<file path="src/rtl/scan_controller_pkg.sv">
// Shared types and helpers for the two-axis servo scan controller.
package scan_controller_pkg;

  typedef enum logic [2:0] {
    ST_IDLE   = 3'd0,
    ST_SETTLE = 3'd1,
    ST_SAMPLE = 3'd2,
    ST_STEP   = 3'd3,
    ST_PARK   = 3'd4,
    ST_HOLD   = 3'd5
  } state_t;

  typedef enum logic {
    AXIS_H = 1'b0,
    AXIS_V = 1'b1
  } axis_t;

  localparam int unsigned PW_BITS = 32;

  // Midpoint of the sweep range; the sum is widened so it cannot wrap.
  function automatic logic [PW_BITS-1:0] pw_mid(input logic [PW_BITS-1:0] lo,
                                               input logic [PW_BITS-1:0] hi);
    logic [PW_BITS:0] sum;
    sum = {1'b0, lo} + {1'b0, hi};
    return sum[PW_BITS:1];
  endfunction

  function automatic logic pw_in_range(input logic [PW_BITS-1:0] val,
                                       input logic [PW_BITS-1:0] lo,
                                       input logic [PW_BITS-1:0] hi);
    return (val >= lo) && (val <= hi);
  endfunction

endpackage

</file>
<file path="src/rtl/scan_controller_settle.sv">
// Settle timer: cleared by i_load, advances while i_count, flags the final settle cycle.
module settle_timer
  import scan_controller_pkg::*;
#(
  parameter logic [31:0] SETTLE_CYCLES = 32'd2000000
) (
  input  logic i_clk,
  input  logic i_rst_n,
  input  logic i_load,
  input  logic i_count,
  output logic o_expired
);

  localparam logic [31:0] LAST_CNT = SETTLE_CYCLES - 32'd1;

  logic [31:0] r_count;

  // Expired during the last of SETTLE_CYCLES counting cycles, so the FSM leaves on that edge.
  assign o_expired = (r_count == LAST_CNT);

  always_ff @(posedge i_clk or negedge i_rst_n) begin
    if (!i_rst_n) begin
      r_count <= '0;
    end else if (i_load) begin
      r_count <= '0;
    end else if (i_count) begin
      r_count <= o_expired ? 32'd0 : r_count + 32'd1;
    end
  end

endmodule

</file>
<file path="src/rtl/scan_controller.sv">
// Sweeps the H servo then the V servo across [PW_MIN, PW_MAX], sampling the ADC at each
// point, then parks each axis on the best stored width and holds there.
module scan_controller
  import scan_controller_pkg::*;
#(
  parameter logic [31:0] PW_MIN        = 32'd100000,
  parameter logic [31:0] PW_MAX        = 32'd200000,
  parameter logic [31:0] PW_STEP       = 32'd5000,
  parameter logic [31:0] SETTLE_CYCLES = 32'd2000000
) (
  input  logic        CLK,
  input  logic        RST_N,
  input  logic        START,
  input  logic        ADC_VALID,
  input  logic [31:0] pulseWidth_max_H,
  input  logic [31:0] pulseWidth_max_V,
  output logic [31:0] pulseWidth_H,
  output logic [31:0] pulseWidth_V,
  output logic        SAMPLE_EN,
  output logic        BUSY,
  output logic        DONE
);

  localparam logic [31:0] PW_MID = pw_mid(PW_MIN, PW_MAX);

  state_t      r_state;
  state_t      w_state_next;
  axis_t       r_axis;
  axis_t       w_axis_next;
  logic [31:0] r_pw_h;
  logic [31:0] w_pw_h_next;
  logic [31:0] r_pw_v;
  logic [31:0] w_pw_v_next;
  logic        r_busy;
  logic        w_busy_next;
  logic        r_done;
  logic        w_done_next;

  logic        w_tmr_load;
  logic        w_tmr_count;
  logic        w_tmr_expired;

  logic [31:0] w_swept;
  logic [31:0] w_swept_inc;
  logic [31:0] w_park_raw;
  logic [31:0] w_park_val;

  settle_timer #(
    .SETTLE_CYCLES(SETTLE_CYCLES)
  ) u_settle_timer (
    .i_clk    (CLK),
    .i_rst_n  (RST_N),
    .i_load   (w_tmr_load),
    .i_count  (w_tmr_count),
    .o_expired(w_tmr_expired)
  );

  assign w_swept     = (r_axis == AXIS_H) ? r_pw_h : r_pw_v;
  assign w_swept_inc = w_swept + PW_STEP;
  assign w_park_raw  = (r_axis == AXIS_H) ? pulseWidth_max_H : pulseWidth_max_V;
  // A zero or out-of-range stored width means no usable maximum: fall back to centre.
  assign w_park_val  = pw_in_range(w_park_raw, PW_MIN, PW_MAX) ? w_park_raw : PW_MID;

  assign SAMPLE_EN    = (r_state == ST_SAMPLE) && ADC_VALID;
  assign pulseWidth_H = r_pw_h;
  assign pulseWidth_V = r_pw_v;
  assign BUSY         = r_busy;
  assign DONE         = r_done;

  always_ff @(posedge CLK or negedge RST_N) begin
    if (!RST_N) begin
      r_state <= ST_IDLE;
      r_axis  <= AXIS_H;
      r_pw_h  <= PW_MID;
      r_pw_v  <= PW_MID;
      r_busy  <= 1'b0;
      r_done  <= 1'b0;
    end else begin
      r_state <= w_state_next;
      r_axis  <= w_axis_next;
      r_pw_h  <= w_pw_h_next;
      r_pw_v  <= w_pw_v_next;
      r_busy  <= w_busy_next;
      r_done  <= w_done_next;
    end
  end

  always_comb begin
    w_state_next = r_state;
    w_axis_next  = r_axis;
    w_pw_h_next  = r_pw_h;
    w_pw_v_next  = r_pw_v;
    w_busy_next  = r_busy;
    w_done_next  = r_done;
    w_tmr_load   = 1'b0;
    w_tmr_count  = 1'b0;

    unique case (r_state)
      ST_IDLE, ST_HOLD: begin
        if (START) begin
          w_axis_next  = AXIS_H;
          w_pw_h_next  = PW_MIN;
          w_pw_v_next  = PW_MID;
          w_tmr_load   = 1'b1;
          w_busy_next  = 1'b1;
          w_done_next  = 1'b0;
          w_state_next = ST_SETTLE;
        end
      end

      ST_SETTLE: begin
        w_tmr_count = 1'b1;
        if (w_tmr_expired) begin
          w_state_next = ST_SAMPLE;
        end
      end

      ST_SAMPLE: begin
        if (ADC_VALID) begin
          w_state_next = ST_STEP;
        end
      end

      ST_STEP: begin
        if (w_swept_inc <= PW_MAX) begin
          if (r_axis == AXIS_H) begin
            w_pw_h_next = w_swept_inc;
          end else begin
            w_pw_v_next = w_swept_inc;
          end
          w_tmr_load   = 1'b1;
          w_state_next = ST_SETTLE;
        end else begin
          w_state_next = ST_PARK;
        end
      end

      ST_PARK: begin
        if (r_axis == AXIS_H) begin
          w_pw_h_next  = w_park_val;
          w_axis_next  = AXIS_V;
          w_pw_v_next  = PW_MIN;
          w_tmr_load   = 1'b1;
          w_state_next = ST_SETTLE;
        end else begin
          w_pw_v_next  = w_park_val;
          w_busy_next  = 1'b0;
          w_done_next  = 1'b1;
          w_state_next = ST_HOLD;
        end
      end

      default: begin
        w_state_next = ST_IDLE;
      end
    endcase
  end

endmodule

</file>
<file path="config.mk">
export PLATFORM = sky130hd
export DESIGN_NAME = scan_controller
export DESIGN_NICKNAME = d
export VERILOG_FILES = /design/src/rtl/scan_controller_pkg.sv /design/src/rtl/scan_controller_settle.sv /design/src/rtl/scan_controller.sv
export SDC_FILE = /design/constraint.sdc
export NUM_CORES = 1
export LEC_CHECK = 0
export BUFFER_PORTS_ARGS = -buffer_cell sky130_fd_sc_hd__buf_2
export CORE_UTILIZATION = 54
export DETAILED_ROUTE_END_ITERATION = 8
export GPL_TIMING_DRIVEN = 0
export HOLD_SLACK_MARGIN = 0.06
export PLACE_DENSITY = 0.78
export RECOVER_POWER = 50
export SLEW_MARGIN = 15
export SYNTH_ARGS = -nofsm -noshare
export SYNTH_HDL_FRONTEND = slang
export SYNTH_SLANG_ARGS = --single-unit
</file>
<file path="constraint.sdc">
create_clock -name CLK -period 13.7 [get_ports CLK]
set_clock_uncertainty 0.1 [all_clocks]
set_input_delay 0 -clock CLK [delete_from_list [all_inputs] [get_ports CLK]]
set_output_delay 0 -clock CLK [all_outputs]
set_load 0.01 [all_outputs]
</file>
---- Word level (Yosys, flattened, before mapping) ----
Index checks and enable logic that the tools add are counted.
storage, ports and cells
  register bits after elaboration ......... 102
  bits in latches ......................... 0
  RAM bits ................................ 0
  ROM bits ................................ 0
  input port bits ......................... 68
  output and inout bits ................... 67
  logic and storage cells ................. 72
  memories ................................ 0
operators by class
  add/subtract/negate cells ............... 2
  $mul .................................... 0
  divide/modulo/power cells ............... 0
  magnitude comparators ................... 3
  eq/ne operators ......................... 14
  shift-type cells ........................ 0
  mux-type cells .......................... 34
  bitwise logic cells ..................... 0
  reductions and logical operators ........ 12
operators with widths
  cell                    count
  $mux 32                 14
  $pmux 32 s3             2
  $le 32x18->1 const B    2
  $add 32x1->32 const B   1
  $add 32x13->32 const B  1
  $eq 32x21->1 const B    1
  $ge 32x17->1 const B    1
  $mux 3                  5
  $pmux 3 s5              1
  $ne 2x2->1 const B      7
  $mux 1                  8
  $eq 3x2->1 const B      2
  $eq 3x3->1 const B      2
  $pmux 1 s2              3
  $reduce_and 3->1        2
  $reduce_and 5->1        1
  $reduce_and 4->1        1
  $reduce_bool 2->1       2
  $eq 3x1->1 const B      1
  $logic_not 3->1         1
  $pmux 1 s3              1
  $reduce_bool 3->1       1
  $logic_and 1x1->1       2
  $ne 2x1->1 const B      1
  2 further kinds         2

---- Logic depth before layout (Yosys ltp) ----
Gate-level depths: netlist of run 1.
  word-level depth ........................ 6
  gate-level depth with buffers ........... 21
  mapped depth without buffers ............ 12

---- Cells and area by module ----
Synthesis of run 1 repeated with hierarchy kept, for this count alone.
unflattened totals
  cells, all modules ...................... 736
  area, all modules ....................... 6,762.7 µm²
modules (own cells, without submodules)
  module           times used  cells each  area an instance (µm²)  seq. area each (µm²)
  scan_controller  1           520         4,824.6                 1,771.7
  settle_timer     1           216         1,938.1                 800.8

---- Worst setup path after synthesis of run 1 ----
Ideal clock, no wire load.
  path kind ............................... register -> register
  from .................................... reg r_axis
  to ...................................... reg r_pw_h[10], in the netlist pulseWidth_H[10]
  setup time .............................. 0.125 ns
  arrival ................................. 4.810 ns
  data required time ...................... 13.475 ns
  path slack .............................. 8.665 ns
  stages on the path, launching flop included .. 21
  buffers on the path ..................... 9
  clock period less this slack ............ 5.035 ns
  cell sequence ........................... dfrtp_1 buf_6 buf_6 buf_4 buf_2 buf_2 buf_2 buf_1 buf_1 mux2_2 ha_1 or4_1 o22a_1 o22ai_1 a22oi_1 o21ai_0 a311oi_2 nor4b_4 a21oi_4 buf_6 mux2_4
between the ends
  word-level cells in the longest chain between the ends .. 6
  elaborated cells on any way between the ends .. 16
  those cells by class .................... 1 x add/sub; 3 x order compare; 3 x eq/ne; 7 x mux; 2 x reduce/logical
ends and longest elaborated chain
  element                                                 line                   text
  from (decl)                                             scan_controller.sv:28  axis_t r_axis;
  from (signal assigned)                                  scan_controller.sv:80  r_axis <= w_axis_next;
  branches (longest 6 deep; another with $add 32x13->32)  --
  to (signal assigned)                                    scan_controller.sv:81  r_pw_h <= w_pw_h_next;
  to (decl)                                               scan_controller.sv:30  logic [31:0] r_pw_h;
Parallel ways; which one is timed is not known. The select of a mux whose other input is x is not followed.
A chain may end at the register's enable or synchronous reset.

---- Worst setup path after layout of run 1 ----
  from .................................... reg r_axis
  to ...................................... reg u_settle_timer.r_count[18]
between the ends
  word-level cells in the longest chain between the ends .. 6
  elaborated cells on any way between the ends .. 8
  those cells by class .................... 1 x add/sub; 1 x order compare; 5 x mux; 1 x reduce/logical
ends and longest elaborated chain
  element                                       line                          text
  $mux 32                                       scan_controller.sv:58         assign w_swept = (r_axis == AXIS_H) ? r_pw_h : r_pw_v;
  $add 32x13->32                                scan_controller.sv:59         assign w_swept_inc = w_swept + PW_STEP;
  $le 32x18->1                                  scan_controller.sv:125        if (w_swept_inc <= PW_MAX) begin
  $mux 1                                        scan_controller.sv:125
  $pmux 1 s3 (*)                                scan_controller.sv:98         unique case (r_state)
  $mux 32 or $reduce_bool 2->1 (tied branches)  --
  to (signal assigned)                          scan_controller_settle.sv:27  r_count <= o_expired ? 32'd0 : r_count + 32'd1;
  to (decl)                                     scan_controller_settle.sv:16  logic [31:0] r_count;
Mark *: on every way between the ends. The rest lies on a longest branch, timed or not.

==> results of run 1 <==
## stage by stage
stage	instance area [µm²]	worst slack, ns	util (%)	instances	total power [µW]
final	8100	7.19	66.9	1064	748
after global routing	8100	6.91	66.9	1064	777
after CTS	8200	7.34	67.7	1064	751
after detailed placement	7690	7.38	63.5	1028	483
after global placement	7660	7.37	63.2	1027	478
after floorplan	6780	8.66	-	725	430
## cells in the mapped netlist (3+ instances only)
library cell / number
a211oi_1: 16
a21o_1: 3
a21oi_1: 44
a22o_1: 7
a22oi_1: 5
a31oi_1: 5
a32o_1: 3
and2_1: 32
and3_1: 10
and4_1: 5
and4b_1: 3
buf_1: 3
buf_2: 6
buf_4: 3
buf_6: 7
clkbuf_1: 14
dfrtp_1: 86
dfstp_2: 16
inv_1: 7
mux2_2: 17
mux2_4: 20
mux2i_1: 29
nand2_1: 56
nand2b_1: 12
nand3_1: 25
nand3b_1: 6
nand4_1: 22
nand4b_1: 4
nor2_1: 63
nor2b_1: 10
nor3_1: 18
nor3b_1: 6
nor4_1: 15
o211ai_1: 9
o21a_1: 3
o21ai_0: 36
o22ai_1: 3
o31ai_1: 6
or2_2: 4
or3_1: 4
or4_1: 7
xnor2_1: 16
xor2_1: 17
## cell usage in the layout, fill, tap and decap left out, types with 7 or more instances in the layout
cell / n
clkbuf_16: 9
o211ai_1: 9
dfstp_2: 13
nor4_1: 15
o21ai_0: 36
dlygate4sd3_1: 20
nor2_1: 63
and2_1: 32
mux2_4: 20
nand2_1: 56
or4_1: 7
xor2_1: 17
buf_2: 89
buf_6: 7
mux2_2: 17
inv_1: 7
clkbuf_1: 68
mux2i_1: 29
a22o_1: 7
dfrtp_1: 86
and3_1: 10
nor2b_1: 10
nand2b_1: 12
nor3_1: 18
nand4_1: 22
a211oi_1: 16
nand3_1: 25
xnor2_1: 16
a21oi_1: 44
## per-layer routing
metal	global-route usage [%]	wire length, µm	up-vias
met2	52.2	9610	299
li1	-	-	3032
met3	5.84	1500	51
met1	43.6	8880	3199
met4	12.6	562	0
met5	0	0	-
## registers in the layout, summed over array words and instances, names as in the netlist
name and cells:
u_settle_timer.r_count 32, BUSY 1, DONE 1, r_axis 1, r_state 3, pulseWidth_H 32, pulseWidth_V 32
## worst max path at each step
stage	start	end	slack (ns)	cells past startpoint
6_report	r_axis	u_settle_timer.r_count[18]	7.19	20
5_1_grt	r_axis	u_settle_timer.r_count[18]	6.91	20
4_1_cts	r_axis	u_settle_timer.r_count[6]	7.34	20
3_5_place_dp	r_axis	u_settle_timer.r_count[18]	7.38	20
3_3_place_gp	r_axis	u_settle_timer.r_count[31]	7.37	20
2_1_floorplan	r_axis	pulseWidth_H[10]	8.66	20
## logic make-up after synthesis
| family | Yosys count |
|---|---|
| flops | 102 |
| buf+inv | 41 |
| simple gates | 310 |
| fa+ha+maj | 2 |
| xor+xnor | 33 |
| mux | 66 |
| compound gates | 171 |
## area by class of cell
type	instances	area, µm²
multi-input combinational	582	3970
clock inverter	4	56.3
clock buffer	12	246
inverter	7	26.3
tap	168	210
timing repair buffer	155	811
fill	1044	4010
buffer	34	215
sequential	102	2570
## power breakdown
part / internal, µW / switching, µW
logic: 62.0 / 78.3
registers: 319 / 24.0
clock network: 148 / 116
total: 530 / 218
## worst register-to-register path, cell delays in order, from the launching register on
cell	delay (ns)
dfrtp_1	0.43
buf_6	0.20
buf_6	0.17
buf_4	0.21
buf_2	0.29
buf_2	0.33
buf_2	0.31
buf_1	0.45
buf_1	0.57
mux2_2	0.29
ha_1	0.27
nand4b_1	0.17
o211ai_1	0.27
a31oi_4	0.24
nor3_1	0.27
mux2_2	0.36
a21oi_1	0.25
or3b_2	0.55
o21ai_1	0.28
buf_2	0.30
a211oi_1	0.08
==> flow_metrics.py, run 1 <==
metrics = {
    "logic_synthesis": {
        "yosys.area_share.adder_pct": 0.369,
        "synth_top_cells_by_area": "dfrtp_1 32%, dfstp_2 6.2%, mux2_4 4.4%",
        "synth-xor-area-share_pct": 4.26,
        "ys_ff_latch": 102,
        "synth_compound_area_share_pct": 17.4,
        "muxShareOfSynthArea_pct": 11.5,
        "syn_nets": 795,
        "yosysWarningCount": 0,
        "synth-async-reset-ratio_pct": 100,
        "synth-simple-area-share_pct": 24.9,
        "yosysSeqAreaShare_pct": 37.9,
        "synth_flop_cell": "dfrtp_1",
        "synth_cells": 725,
        "synth_top_family_by_area": "simple AND/OR/NAND/NOR gates",
        "ys_types": 77,
        "synth_edf_count": 0,
        "avgSynthCellArea_um2": 9.35,
        "synth_area_um2": 6780,
        "synth_top_area_share_pct": 31.7,
        "yosys.area.top_type": "dfrtp_1",
    },
    "sta": {
        "hold_ws_ns": 0.0692,
        "period_needed_ns": 6.51,
        "slew_viol_final": 72,
        "max_slew_margin_pct": -149,
        "post-route-period-util_pct": 47.5,
        "fmax_ghz": 0.154,
        "hold_viol_final": 0,
        "rsz0062_at_grt": "false",
        "setup_viol": 0,
        "fin_tns_setup_ns": 0,
        "worstMarginPinSlew_ns": 3.73,
    },
    "worst_setup_path": {
        "ff2ff_setup_slack_ns": 7.19,
        "path_class": "reg2reg",
        "cp_max_fo": 10,
        "cp_common_cell": "buf_2",
        "slowest_delay_ns": 0.57,
        "crit_chain": "buf_6 > buf_6 > buf_4 > buf_2 > buf_2 > buf_2 > buf_1 > buf_1 > mux2_2 > ha_1 > nand4b_1 > o211ai_1 > a31oi_4 > nor3_1 > mux2_2 > a21oi_1 > or3b_2 > o21ai_1 > buf_2 > a211oi_1",
        "required_ns": 13.82,
        "worst-path-buf-inv": 9,
        "slowest_stage": "buf_1",
        "reg2reg_from": "r_axis",
        "reg2reg_depth": 20,
        "crit_family": "buffers and inverters",
        "crit_arrival_ns": 6.63,
        "r2r_end": "u_settle_timer.r_count[18]",
        "worstSetupEndpointType": "flop",
        "start_kind": "flop",
    },
    "clocking": {
        "cts_setup_buffers": 0,
        "cts-root-buf": "clkbuf_16",
        "clock_latency_ns": 0.36,
        "cts_resized": 0,
        "h-tree-depth": 3,
        "holdBufCountCts": 20,
        "cts_buffers": 9,
        "clockBufferDepth": 2,
        "tritoncts": "done",
        "cts_sinks": 102,
        "clk_pin_slew_ns": 0.07,
    },
    "min_path": {
        "worstHoldStart": "pulseWidth_max_V[15]",
        "hp-class": "in2reg",
        "hold_path_end": "pulseWidth_V[15]",
        "hold_depth": 4,
    },
    "routing": {
        "viasPerCell": 6.19,
        "drtIter0Drc": 511,
        "first_pass_iters": 6,
        "detail-route-antenna-nets": 0,
        "wirelength_um": 20500,
        "vias": 6581,
        "avgRoutedWirePerCell_um": 19.3,
        "drc": 0,
    },
    "floorplanning": {
        "fp.coreArea_um2": 12100,
        "initial_utilization_pct": 56.0,
        "fp.dieH_um": 114,
        "ios": 135,
        "die_area_um2": 13000,
        "std_cell_rows": 40,
        "die_w_um": 114,
    },
    "placement": {
        "io_buffers": 134,
        "dpl.hpwl_um": 15000,
        "gp_congestion": 1.00,
    },
    "status": {
        "status": "finished, violations left",
        "violations": "capacitance limit, slew limit",
    },
    "layout": {
        "num_antenna_cells": 0,
        "fin_nets": 961,
        "area_delta_synth_final_pct": 19.5,
        "drive_gt1_share_pct": 20.3,
    },
    "global_routing": {
        "antenna_found_initial": 0,
        "track_usage_pct": 32.5,
        "grt_pass1_wl_um": 32700,
        "grt_max_degree": 72,
        "overflow": 0,
        "grt_pass1_vias": 6302,
    },
    "run": {
        "drv_cap": 1,
    },
    "power": {
        "ir_drop_uv": 81.9,
        "power_density_nw_per_um2": 92.3,
        "p_leak_uw": 0.00356,
    },
}
(Power assumes the default switching activity.)
==> inputs of run 2 (changes only) <==
- CORE_UTILIZATION: 54 -> 51
- clock period: 13.7 -> 5.7 ns (I/O delays scaled with it)
==> flow_metrics.py, run 2 (same netlist as run 1, synthesis figures left out) <==
metrics = {
    "status": {
        "status": "finished, violations left",
        "violations": "capacitance limit, slew limit",
    },
    "placement": {
        "place_area_um2": 7700,
        "pre_cts_slack_ns": -0.753,
        "dpl.hpwl_um": 14600,
        "gp_congestion": 0.968,
        "io_buffers": 134,
    },
    "floorplanning": {
        "die_w_um": 117,
        "std_cell_rows": 41,
        "ios": 135,
        "fp.dieH_um": 117,
        "die_area_um2": 13800,
        "fp.coreArea_um2": 12800,
        "initial_utilization_pct": 53.1,
    },
    "worst_setup_path": {
        "ff2ff_setup_slack_ns": 0.18,
        "slowest_delay_ns": 0.41,
        "r2r_end": "pulseWidth_H[9]",
        "start_kind": "flop",
        "worstSetupEndpointType": "flop",
        "crit_chain": "buf_6 > buf_6 > buf_4 > buf_4 > buf_2 > clkbuf_4 > buf_4 > mux2_2 > ha_1 > nand4b_1 > o211ai_1 > a31oi_4 > xor2_1 > nor2_1 > a311oi_2 > nor4b_4 > buf_4 > buf_4 > o21ai_4 > mux2_2",
        "reg2reg_from": "r_axis",
        "path_depth": 20,
        "required_ns": 5.86,
        "crit_family": "buffers and inverters",
        "cp_common_cell": "buf_4",
        "crit_start": "r_axis",
        "reg2reg_depth": 20,
        "endpoint": "pulseWidth_H[9]",
        "path_class": "reg2reg",
        "cp_max_fo": 19,
        "slowest_stage": "dfrtp_1",
        "worst-path-buf-inv": 9,
        "crit_arrival_ns": 5.68,
    },
    "routing": {
        "met2_length_um": 9710,
        "drc": 0,
        "vias": 6661,
        "drtIter0Drc": 580,
        "wl_met3_um": 1950,
        "wirelength_um": 20800,
        "wl_met1_um": 8360,
        "avgRoutedWirePerCell_um": 19.3,
        "viasPerCell": 6.16,
        "first_pass_iters": 7,
        "detail-route-antenna-nets": 0,
        "maxUsedRoutingLayer": "met4",
    },
    "sta": {
        "fin_tns_setup_ns": 0,
        "hold_viol_final": 0,
        "worstMarginPinSlew_ns": 2.34,
        "rsz0062_at_grt": "false",
        "hold_ws_ns": 0.0696,
        "finalWorstSetupSlack_ns": 0.176,
        "post-route-period-util_pct": 96.9,
        "slew_viol_final": 45,
        "fmax_ghz": 0.181,
        "setup_viol": 0,
        "max_slew_margin_pct": -56.0,
        "period_needed_ns": 5.52,
    },
    "layout": {
        "area_delta_synth_final_pct": 21.8,
        "fillers": 1051,
        "num_antenna_cells": 0,
        "fin_util_pct": 64.6,
        "drive_gt1_share_pct": 20.1,
        "final_cell_mix": "86 x dfrtp_1, 86 x buf_2, 64 x clkbuf_1",
        "fin_nets": 974,
        "fin_area_um2": 8260,
    },
    "clocking": {
        "h-tree-depth": 3,
        "cts-root-buf": "clkbuf_16",
        "tritoncts": "done",
        "clk_pin_slew_ns": 0.08,
        "cts_sinks": 102,
        "clockBufferDepth": 2,
        "cts_buffers": 9,
        "clock_latency_ns": 0.37,
    },
    "power": {
        "p_leak_uw": 0.00363,
        "power_density_nw_per_um2": 220,
        "ir_drop_uv": 215,
    },
    "global_routing": {
        "grt_pass1_wl_um": 32000,
        "grt_max_degree": 56,
        "track_usage_pct": 30.7,
        "grt_pass1_vias": 6267,
        "overflow": 0,
        "antenna_found_initial": 0,
    },
    "run": {
        "drv_cap": 1,
    },
    "min_path": {
        "hp-class": "in2reg",
    },
}
==> run 2: how the worst min path moves through the flow <==
stage | end | startpoint | cells after the start | slack, ns
finish | pulseWidth_V[15] | pulseWidth_max_V[15] | 4 | 0.07
global placement | pulseWidth_V[0] | pulseWidth_max_V[0] | 2 | 0.13
detailed placement | pulseWidth_V[27] | RST_N | 1 | -0.14
global route | pulseWidth_H[17] | pulseWidth_max_V[17] | 5 | 0.08
CTS | pulseWidth_H[17] | pulseWidth_max_V[17] | 5 | 0.07
floorplan | BUSY | RST_N | 0 | -0.40
==> run 2: what timing repair did <==
item / in CTS / in global routing
setup buffers: 5 / 1
setup endpoints to repair: 92 / 40
pin swaps: 3 / 1
endpoints found under the hold margin: 114 / 0
resized for setup: 6 / 4
hold buffers: 28 / 0
==> run 2: report_power, final <==
group	switching, µW	total [µW]	internal [µW]
Clock	294	650	356
Sequential	56.5	822	766
Combinational	190	345	155
Total	540	1820	1280
==> run 2: worst reg2reg max path: stages (launching register included) <==
cell      delay, ns
dfrtp_1        0.41
buf_6          0.20
buf_6          0.17
buf_4          0.30
buf_4          0.27
buf_2          0.28
clkbuf_4       0.29
buf_4          0.25
mux2_2         0.36
ha_1           0.26
nand4b_1       0.14
o211ai_1       0.24
a31oi_4        0.33
xor2_1         0.30
nor2_1         0.09
a311oi_2       0.40
nor4b_4        0.08
buf_4          0.17
buf_4          0.14
o21ai_4        0.26
mux2_2         0.38
==> run 2: area by class of cell <==
class / count / area (µm²) / share of cell area (%)
Multi-Input combinational cell: 582 / 3980 / 48.2
Sequential cell: 102 / 2570 / 31.2
Timing Repair Buffer: 169 / 937 / 11.4
Clock buffer: 10 / 239 / 2.89
Buffer: 33 / 224 / 2.71
Tap cell: 172 / 215 / 2.61
Clock inverter: 6 / 66.3 / 0.803
Inverter: 7 / 26.3 / 0.318
==> run 2: stage by stage <==
stage	cells	power, µW
4_1_cts	1080	1820
2_1_floorplan	725	1030
3_3_place_gp	1031	1150
6_report	1081	1820
5_1_grt	1081	1890
3_5_place_dp	1032	1160
==> run 2: routing by layer <==
| layer | vias to the layer above | global-route usage (%) |
|---|---|---|
| met2 | 372 | 47.8 |
| met4 | 0 | 14.6 |
| met3 | 98 | 8.24 |
| met5 | - | 0 |
| met1 | 3143 | 39.6 |
| li1 | 3048 | - |
==> inputs of run 3 (changes only) <==
- PLACE_DENSITY: 0.78 -> default
- PLACE_DENSITY_LB_ADDON: default -> 0.3
==> flow_metrics.py, run 3 (same netlist as run 1, synthesis figures left out) <==
metrics = {
    "layout": {
        "multiInputGateArea_um2": 3970,
        "final_cell_mix": "87 x buf_2, 86 x dfrtp_1, 67 x clkbuf_1",
        "num_antenna_cells": 0,
        "drive_gt1_share_pct": 20.9,
        "fin_nets": 964,
        "regArea_um2": 2570,
        "mostFrequentLayoutCell": "buf_2",
        "fillers": 1127,
        "fin_util_pct": 63.7,
        "area_delta_synth_final_pct": 20.1,
    },
    "routing": {
        "drc": 0,
        "first_pass_iters": 8,
        "avgRoutedWirePerCell_um": 18.4,
        "drtIter0Drc": 585,
        "wirelength_um": 19700,
        "viasPerCell": 6.07,
        "detail-route-antenna-nets": 0,
        "vias": 6496,
    },
    "sta": {
        "setup_viol": 0,
        "rsz0062_at_grt": "false",
        "worstMarginPinSlew_ns": 3.69,
        "finalWorstSetupSlack_ns": 0.319,
        "slew_viol_final": 71,
        "post-route-period-util_pct": 94.4,
        "hold_ws_ns": 0.0874,
        "hold_viol_final": 0,
        "period_needed_ns": 5.38,
        "fmax_ghz": 0.186,
        "max_slew_margin_pct": -146,
    },
    "clocking": {
        "h-tree-depth": 3,
        "clk_pin_slew_ns": 0.07,
        "tritoncts": "done",
        "cts_buffers": 9,
        "clock_latency_ns": 0.36,
        "clockBufferDepth": 2,
        "cts_sinks": 102,
        "cts-root-buf": "clkbuf_16",
    },
    "worst_setup_path": {
        "required_ns": 5.81,
        "worstSetupEndpointType": "flop",
        "reg2reg_from": "r_axis",
        "crit_start": "r_axis",
        "crit_arrival_ns": 5.49,
        "endpoint": "u_settle_timer.r_count[20]",
        "reg2reg_depth": 18,
        "ff2ff_setup_slack_ns": 0.32,
        "r2r_end": "u_settle_timer.r_count[20]",
        "path_class": "reg2reg",
        "start_kind": "flop",
        "cp_max_fo": 28,
    },
    "global_routing": {
        "track_usage_pct": 30.0,
        "grt_pass1_wl_um": 31400,
        "use_met2_pct": 47.6,
        "overflow": 0,
        "grt.busiest_layer": "met2",
        "use_met3_pct": 6.44,
        "antenna_found_initial": 0,
        "use_met1_pct": 40.8,
        "grt_pass1_vias": 6111,
        "grt_max_degree": 71,
    },
    "floorplanning": {
        "die_area_um2": 13800,
        "fp.coreArea_um2": 12800,
        "ios": 135,
        "initial_utilization_pct": 53.1,
        "die_w_um": 117,
        "std_cell_rows": 41,
        "fp.dieH_um": 117,
    },
    "placement": {
        "dpl.hpwl_um": 14600,
        "io_buffers": 134,
        "pre_cts_slack_ns": -0.659,
        "gp_congestion": 0.987,
    },
    "power": {
        "ir_drop_uv": 195,
        "p_leak_uw": 0.00358,
        "power_density_nw_per_um2": 219,
    },
    "min_path": {
        "hp-class": "in2reg",
    },
    "status": {
        "status": "finished, violations left",
        "violations": "capacitance limit, slew limit",
    },
    "run": {
        "drv_cap": 1,
    },
}
==> run 3: worst min-delay path by stage <==
stage | startpoint | endpoint | slack [ns] | cells after the start
3_5_place_dp | RST_N | pulseWidth_V[27] | -0.20 | 1
3_3_place_gp | pulseWidth_max_H[0] | pulseWidth_H[0] | 0.15 | 2
4_1_cts | pulseWidth_max_V[7] | pulseWidth_V[7] | 0.06 | 4
6_report | pulseWidth_max_V[7] | pulseWidth_V[7] | 0.09 | 4
5_1_grt | pulseWidth_max_V[7] | pulseWidth_V[7] | 0.1 | 4
2_1_floorplan | RST_N | BUSY | -0.40 | 0
==> run 3: through the flow <==
step | TNS (ns) | cells | total power, µW | cell area (µm²)
after floorplan | 0 | 725 | 1030 | 6780
after global placement | -48.22 | 1031 | 1150 | 7660
after detailed placement | -46.00 | 1032 | 1160 | 7700
after CTS | 0 | 1073 | 1790 | 8250
after global routing | 0 | 1071 | 1860 | 8140
final | 0 | 1071 | 1780 | 8140
==> run 3: layout make-up <==
class                      count  area share (%)
buffer                        32            2.61
clock buffer                  10            2.81
timing repair buffer         160            10.5
tap                          172            2.64
clock inverter                 6           0.753
multi-input combinational    582            48.8
inverter                       7           0.323
sequential                   102            31.6
==> run 3: worst max-delay path, stage by stage, from the launching register on <==
cell      delay (ns)
dfrtp_1         0.43
buf_6           0.19
buf_6           0.26
buf_4           0.24
buf_2           0.27
buf_2           0.28
buf_4           0.24
mux2_2          0.35
ha_1            0.35
or4_1           0.47
o22a_1          0.24
o22ai_1         0.12
a22oi_1         0.09
o21ai_0         0.24
a311oi_2        0.18
or3b_2          0.57
o21ai_2         0.23
buf_2           0.27
a211oi_1        0.08
==> run 3: per-layer routing <==
layer | wire [µm] | vias to the layer above
met5 | 0 | -
met4 | 466 | 0
met3 | 1690 | 48
met2 | 9100 | 332
met1 | 8430 | 3085
li1 | - | 3031
==> run 3: timing repair <==
item                                    in CTS  in global routing
pin swaps                                    2                  0
endpoints found under the setup margin      92                 82
setup buffers                                3                  0
hold buffers                                22                  0
hold endpoints to repair                   118                  0
resized for setup                            6                  0
==> run 3: report_power, final <==
group          switching (µW)  leakage [µW]  internal [µW]
clock network             275      0.000143            340
registers                57.6       0.00132            768
logic                     189       0.00211            151
total                     521       0.00358           1260
